<file path="src/rtl/mult_div.sv">
`timescale 1ns/1ps
// mult_div: multicycle multiply/divide unit with architectural HI/LO registers.
// Multiply is radix-2 Booth over a 65-bit product register. Divide is restoring
// division on operand magnitudes, with signs applied at writeback.
// Both take 32 iterations plus one writeback cycle. A zero divisor skips
// straight to FINISH and leaves HI/LO untouched.
//
// Ports:
//   clock        system clock, rising edge
//   reset        asynchronous active-low reset
//   start_mult   start multiply (sampled in IDLE/FINISH, wins over start_div)
//   start_div    start divide   (sampled in IDLE/FINISH)
//   is_unsigned  only with MULT_DIV_UNSIGNED_EN: treat operands as unsigned
//   a_in, b_in   multiplicand/dividend, multiplier/divisor
//   hi, lo       product[63:32]/[31:0] or remainder/quotient
//   busy         operation in progress
//   done         one-cycle completion pulse
//   div_zero     last accepted divide had a zero divisor
//
// Optional feature macro: MULT_DIV_UNSIGNED_EN (adds is_unsigned, multu/divu).
//
// state  | meaning
// IDLE   | waiting for a start
// MULT   | Booth iterations, busy
// DIV    | restoring-divide iterations, busy
// FINISH | result written, done pulse, still accepts a start
module mult_div (
   input  logic        clock,
   input  logic        reset,
   input  logic        start_mult,
   input  logic        start_div,
`ifdef MULT_DIV_UNSIGNED_EN
   input  logic        is_unsigned,
`endif
   input  logic [31:0] a_in,
   input  logic [31:0] b_in,
   output logic [31:0] hi,
   output logic [31:0] lo,
   output logic        busy,
   output logic        done,
   output logic        div_zero
);

   typedef enum logic [1:0] {IDLE, MULT, DIV, FINISH} state_t;

   state_t      state, state_next;
   logic [5:0]  cnt, cnt_next;
   logic [64:0] prod, prod_next;
   logic [31:0] mcand, mcand_next;
   logic [31:0] corr, corr_next;
   logic        neg_q, neg_q_next, neg_r, neg_r_next;
   logic [31:0] hi_next, lo_next;
   logic        busy_next, done_next, div_zero_next;

   logic        uns_sel;
   logic [31:0] a_mag, b_mag;
   logic [32:0] booth_sum;
   logic [32:0] div_shift;
   logic        div_take;
   logic [31:0] div_rem;

`ifdef MULT_DIV_UNSIGNED_EN
   assign uns_sel = is_unsigned;
`else
   assign uns_sel = 1'b0;
`endif

   assign a_mag = (!uns_sel && a_in[31]) ? (~a_in + 32'd1) : a_in;
   assign b_mag = (!uns_sel && b_in[31]) ? (~b_in + 32'd1) : b_in;

   // Booth add is done at 33 bits so that subtracting the most negative
   // multiplicand cannot overflow before the arithmetic shift.
   always_comb begin
      case (prod[1:0])
         2'b01:   booth_sum = {prod[64], prod[64:33]} + {mcand[31], mcand};
         2'b10:   booth_sum = {prod[64], prod[64:33]} - {mcand[31], mcand};
         default: booth_sum = {prod[64], prod[64:33]};
      endcase
   end

   // Restoring step: prod[63:32] is the partial remainder, prod[31:0] shifts
   // the dividend out and the quotient bits in.
   assign div_shift = prod[63:31];
   assign div_take  = (div_shift >= {1'b0, mcand});
   assign div_rem   = div_take ? (div_shift[31:0] - mcand) : div_shift[31:0];

   always_comb begin
      state_next    = state;
      cnt_next      = cnt;
      prod_next     = prod;
      mcand_next    = mcand;
      corr_next     = corr;
      neg_q_next    = neg_q;
      neg_r_next    = neg_r;
      hi_next       = hi;
      lo_next       = lo;
      busy_next     = busy;
      done_next     = 1'b0;
      div_zero_next = div_zero;
      case (state)
         IDLE, FINISH: begin
            state_next = IDLE;
            busy_next  = 1'b0;
            if (start_mult) begin
               state_next    = MULT;
               busy_next     = 1'b1;
               cnt_next      = 6'd0;
               prod_next     = {32'd0, b_in, 1'b0};
               mcand_next    = a_in;
               // Unsigned product = signed product + (a31 ? b : 0) + (b31 ? a : 0) in HI.
               corr_next     = uns_sel ? ((a_in[31] ? b_in : 32'd0) + (b_in[31] ? a_in : 32'd0))
                                       : 32'd0;
               neg_q_next    = 1'b0;
               neg_r_next    = 1'b0;
               div_zero_next = 1'b0;
            end else if (start_div) begin
               cnt_next      = 6'd0;
               prod_next     = {33'd0, a_mag};
               mcand_next    = b_mag;
               corr_next     = 32'd0;
               neg_q_next    = !uns_sel && (a_in[31] ^ b_in[31]);
               neg_r_next    = !uns_sel && a_in[31];
               div_zero_next = (b_in == 32'd0);
               if (b_in == 32'd0) begin
                  state_next = FINISH;
                  done_next  = 1'b1;
               end else begin
                  state_next = DIV;
                  busy_next  = 1'b1;
               end
            end
         end
         MULT: begin
            if (cnt == 6'd32) begin
               hi_next    = prod[64:33] + corr;
               lo_next    = prod[32:1];
               state_next = FINISH;
               busy_next  = 1'b0;
               done_next  = 1'b1;
            end else begin
               prod_next = {booth_sum, prod[32:1]};
               cnt_next  = cnt + 6'd1;
            end
         end
         DIV: begin
            if (cnt == 6'd32) begin
               hi_next    = neg_r ? (~prod[63:32] + 32'd1) : prod[63:32];
               lo_next    = neg_q ? (~prod[31:0] + 32'd1) : prod[31:0];
               state_next = FINISH;
               busy_next  = 1'b0;
               done_next  = 1'b1;
            end else begin
               prod_next = {1'b0, div_rem, prod[30:0], div_take};
               cnt_next  = cnt + 6'd1;
            end
         end
         default: state_next = IDLE;
      endcase
   end

   always_ff @(posedge clock or negedge reset) begin
      if (!reset) begin
         state    <= IDLE;
         cnt      <= 6'd0;
         prod     <= 65'd0;
         mcand    <= 32'd0;
         corr     <= 32'd0;
         neg_q    <= 1'b0;
         neg_r    <= 1'b0;
         hi       <= 32'd0;
         lo       <= 32'd0;
         busy     <= 1'b0;
         done     <= 1'b0;
         div_zero <= 1'b0;
      end else begin
         state    <= state_next;
         cnt      <= cnt_next;
         prod     <= prod_next;
         mcand    <= mcand_next;
         corr     <= corr_next;
         neg_q    <= neg_q_next;
         neg_r    <= neg_r_next;
         hi       <= hi_next;
         lo       <= lo_next;
         busy     <= busy_next;
         done     <= done_next;
         div_zero <= div_zero_next;
      end
   end

endmodule
</file>
<file path="config.mk">
export PLATFORM = sky130hd
export DESIGN_NAME = mult_div
export DESIGN_NICKNAME = d
export VERILOG_FILES = /design/src/rtl/mult_div.sv
export SDC_FILE = /design/constraint.sdc
export NUM_CORES = 1
export LEC_CHECK = 0
export ABC_CLOCK_PERIOD_IN_PS = 4300
export CORE_MARGIN = 2
export CORE_UTILIZATION = 60
export DETAILED_ROUTE_END_ITERATION = 8
export PLACE_DENSITY = 0.82
export REMOVE_ABC_BUFFERS = 1
export SKIP_CTS_REPAIR_TIMING = 1
export SLEW_MARGIN = 20
export SYNTH_ARGS = -nofsm -noshare
export SYNTH_HDL_FRONTEND = slang
export SYNTH_SLANG_ARGS = --single-unit
</file>
<file path="constraint.sdc">
create_clock -name clock -period 4.3 [get_ports clock]
set_input_delay 1.29 -clock clock [delete_from_list [all_inputs] [get_ports clock]]
set_output_delay 1.29 -clock clock [all_outputs]
set_load 0.005 [all_outputs]
</file>
==> metrics.txt <==
VDD IR max 346.0 µV; CP Cell Sequence clkbuf_2, or4_4, or4_4, or3_4, or4_4, or4_4, o41ai_4, xnor2_1, mux2i_1, o21ai_1; final setup skew 14.85 ps; CTS tree yes; number of global-route vias before repair 14.93k; CP Class in -> reg; drt first-iter violations 1,373; worst slew pin tran 1127 ps; register area share after synthesis 0.2831; Detail Route Antenna Nets 0; CP peak stage delay 560 ps; Antenna Cells 0; die area 26,930 µm²; post-route setup slack 69.61 ps; Post-Syn Area per Cell 7.729 µm²; Avg Vias per Cell 6.358; Fin. Hold Viols 0; Routed WL 47.48 mm; number of buffers created by CTS 17; Ys Warns 0; critical path's top delay family simple AND/OR/NAND/NOR gates; Post-synth EDFFs 0; Leak 7.946 nW; Required @ worst endpoint 4660 ps; Critical Path Start Type input pin; final core occ 0.7305; TritonCTS sink count 174; number of cells on the worst hold path 2; Clock Pin Slew Worst Setup and Hold Paths 90 ps; io pins 135; CTS H-Tree Depth 4; initial antenna violation count 0; IO Port Bufs 134; status complete, no violations; Initial Util 0.6108; Yosys cell types 75; largest net degree at the start of global routing 131; WP buf/inv 1; Worst Path Max Fanout 4; Crit path depth 10; crit end category flop; final period utilization 0.9838; Crit path top cell by count or4_4; root buf cell clkbuf_16; Mapped Area 15,380 µm²; Die X 164.1 µm; final instance area 18,400 µm²; R2R depth 20; max frequency 236.4 MHz; RePlAce Congestion 0.9680; slowest CP cell or4_4; fin. max-slew vios 0; CTS Buffer Depth 2; register bit total from synthesis 174; clk_lat worst skew 440 ps; layout net count 2,275; first-pass GRT wire length 75.88 mm; total of max-cap violations 0; Detailed Routing Iterations Pass 1 8; Die Y 164.1 µm; DR vias 15.73k; DRC violations left 0; Rel. slew slack 0.2460; row count 58; total track usage 0.3533; worst path arrival time 4590 ps; Core Region 25,180 µm²; minimum clock period 4230 ps; share of cells above drive strength 1 0.1003; Synth async-reset ratio 1.000; final count of negative-setup-slack endpoints 0; P per Cell Area 714.3 nW/µm²; Worst Hold Class reg -> reg; Post-Place Setup Slack -596.6 ps; Syn Inst Count 1,990; Final HPWL DP 35.27 mm; area delta synth->final 19.60%; cell area after placement 17,640 µm²; WL per Instance 19.19 µm; final global-route overflow total 0; ys flop type dfrtp_1
==> metal layers <==
layer / up-vias / global-route usage / routed length (µm)
li1: 7433 / - / -
met1: 7338 / 0.4709 / 19840
met2: 808 / 0.5717 / 22030
met3: 150 / 0.05101 / 3880
met4: 0 / 0.1543 / 1730
met5: - / 0 / 0
==> synth_stat cells, types with 15 or more instances <==
| master | number | share of area |
|---|---|---|
| a211oi_1 | 16 | 0.0078 |
| ha_1 | 74 | 0.060 |
| mux2i_1 | 46 | 0.030 |
| nor3_1 | 21 | 0.0068 |
| a21o_1 | 31 | 0.015 |
| nand2_1 | 324 | 0.079 |
| xnor2_1 | 103 | 0.059 |
| o21ai_0 | 250 | 0.081 |
| clkbuf_1 | 123 | 0.030 |
| or4_1 | 24 | 0.012 |
| or3_1 | 30 | 0.012 |
| nand3_1 | 26 | 0.0085 |
| dfrtp_1 | 174 | 0.28 |
| nor2_1 | 97 | 0.024 |
| o211ai_1 | 21 | 0.010 |
| inv_1 | 63 | 0.015 |
| o41ai_1 | 16 | 0.0091 |
| a22oi_1 | 26 | 0.013 |
| xor2_1 | 98 | 0.056 |
| o31ai_1 | 32 | 0.016 |
| a31oi_1 | 15 | 0.0061 |
| a21oi_1 | 125 | 0.041 |
| o21ai_1 | 29 | 0.0094 |
==> worst register-to-register path: cells and delay by family, from the launching register on <==
| family | cells | cell delay (ps) |
|---|---|---|
| xor gates and xnor gates | 1 | 300 |
| adders and majority gates | 1 | 310 |
| DFF | 1 | 380 |
| AOI/OAI and AO/OA | 6 | 1230 |
| buffers and inverters | 4 | 580 |
| and+or+nand+nor | 8 | 1160 |
==> report_power, final <==
group / total [mW] / leakage, nW / switching, mW / internal [mW]
Clock: 1.65 / 0.301 / 0.837 / 0.815
Sequential: 2.97 / 2.31 / 0.777 / 2.19
Combinational: 8.52 / 5.34 / 4.91 / 3.62
Total: 13.1 / 7.95 / 6.52 / 6.62
==> through the flow <==
| stage | power (mW) | hold slack [ps] | setup TNS (ps) | cells |
|---|---|---|---|---|
| after global routing | 14.16 | 500.9 | -3.302 | 2474 |
| after CTS | 12.96 | 485.4 | -313.6 | 2472 |
| after floorplan | 8.421 | 472.2 | -628230 | 1851 |
| after global placement | 10.98 | 459.3 | -5293 | 2440 |
| final | 13.14 | 475.5 | 0 | 2474 |
| after detailed placement | 11.25 | 466.7 | -7004 | 2440 |
==> sequential cells by signal (all words and copies together) (netlist names) <==
name	count
busy	1
cnt	6
div_zero	1
done	1
hi	32
lo	32
mcand	32
neg_q	1
neg_r	1
prod	65
state	2
==> cell families after synthesis <==
group / count (synthesis) / share of synthesized area
compound gates: 661 / 0.2660
xor+xnor: 201 / 0.1145
fa+ha+maj: 76 / 0.06280
buf+inv: 203 / 0.05035
flops: 174 / 0.2831
mux: 57 / 0.03799
simple gates: 618 / 0.1853
==> placed cells by master, fill, tap and decap left out, drive strengths merged, types with 14 or more instances in the layout <==
cell type / n
a211oi: 16
a21o: 31
a21oi: 125
a22oi: 26
a31oi: 15
buf: 129
clkbuf: 20
clkdlybuf4s50: 120
dfrtp: 174
ha: 74
inv: 71
mux2i: 46
nand2: 324
nand2b: 14
nand3: 26
nand4: 14
nor2: 97
nor3: 21
o211ai: 21
o21a: 14
o21ai: 279
o31ai: 34
o41ai: 18
or3: 32
or4: 28
xnor2: 103
xor2: 98
==> path summary, 6_finish.rpt <==
| kind | end | slack (ps) | startpoint |
|---|---|---|---|
| max | mcand[27]$_DFFE_PN0P_ | 70 | b_in[5] |
| min | hi[12]$_DFFE_PN0P_ | 480 | hi[12]$_DFFE_PN0P_ |
| max reg2reg | prod[63]$_DFFE_PN0P_ | 300 | mcand[2]$_DFFE_PN0P_ |
| min reg2reg | hi[12]$_DFFE_PN0P_ | 480 | hi[12]$_DFFE_PN0P_ |
| max in group asynchronous | prod[49]$_DFFE_PN0P_ | 2470 | reset |
| min in group asynchronous | lo[2]$_DFFE_PN0P_ | 860 | reset |
==> layout make-up <==
type                    count  area [µm²]
multi-input cells        1613       10400
fillers                  1973        6787
flip-flops and latches    174        4355
repair buffers            261        2360
clock buffers              18       439.2
well taps                 330       412.9
inverters                  64       240.2
clock inverters            14       185.2
No activity file was read; power rests on OpenSTA's default activity.
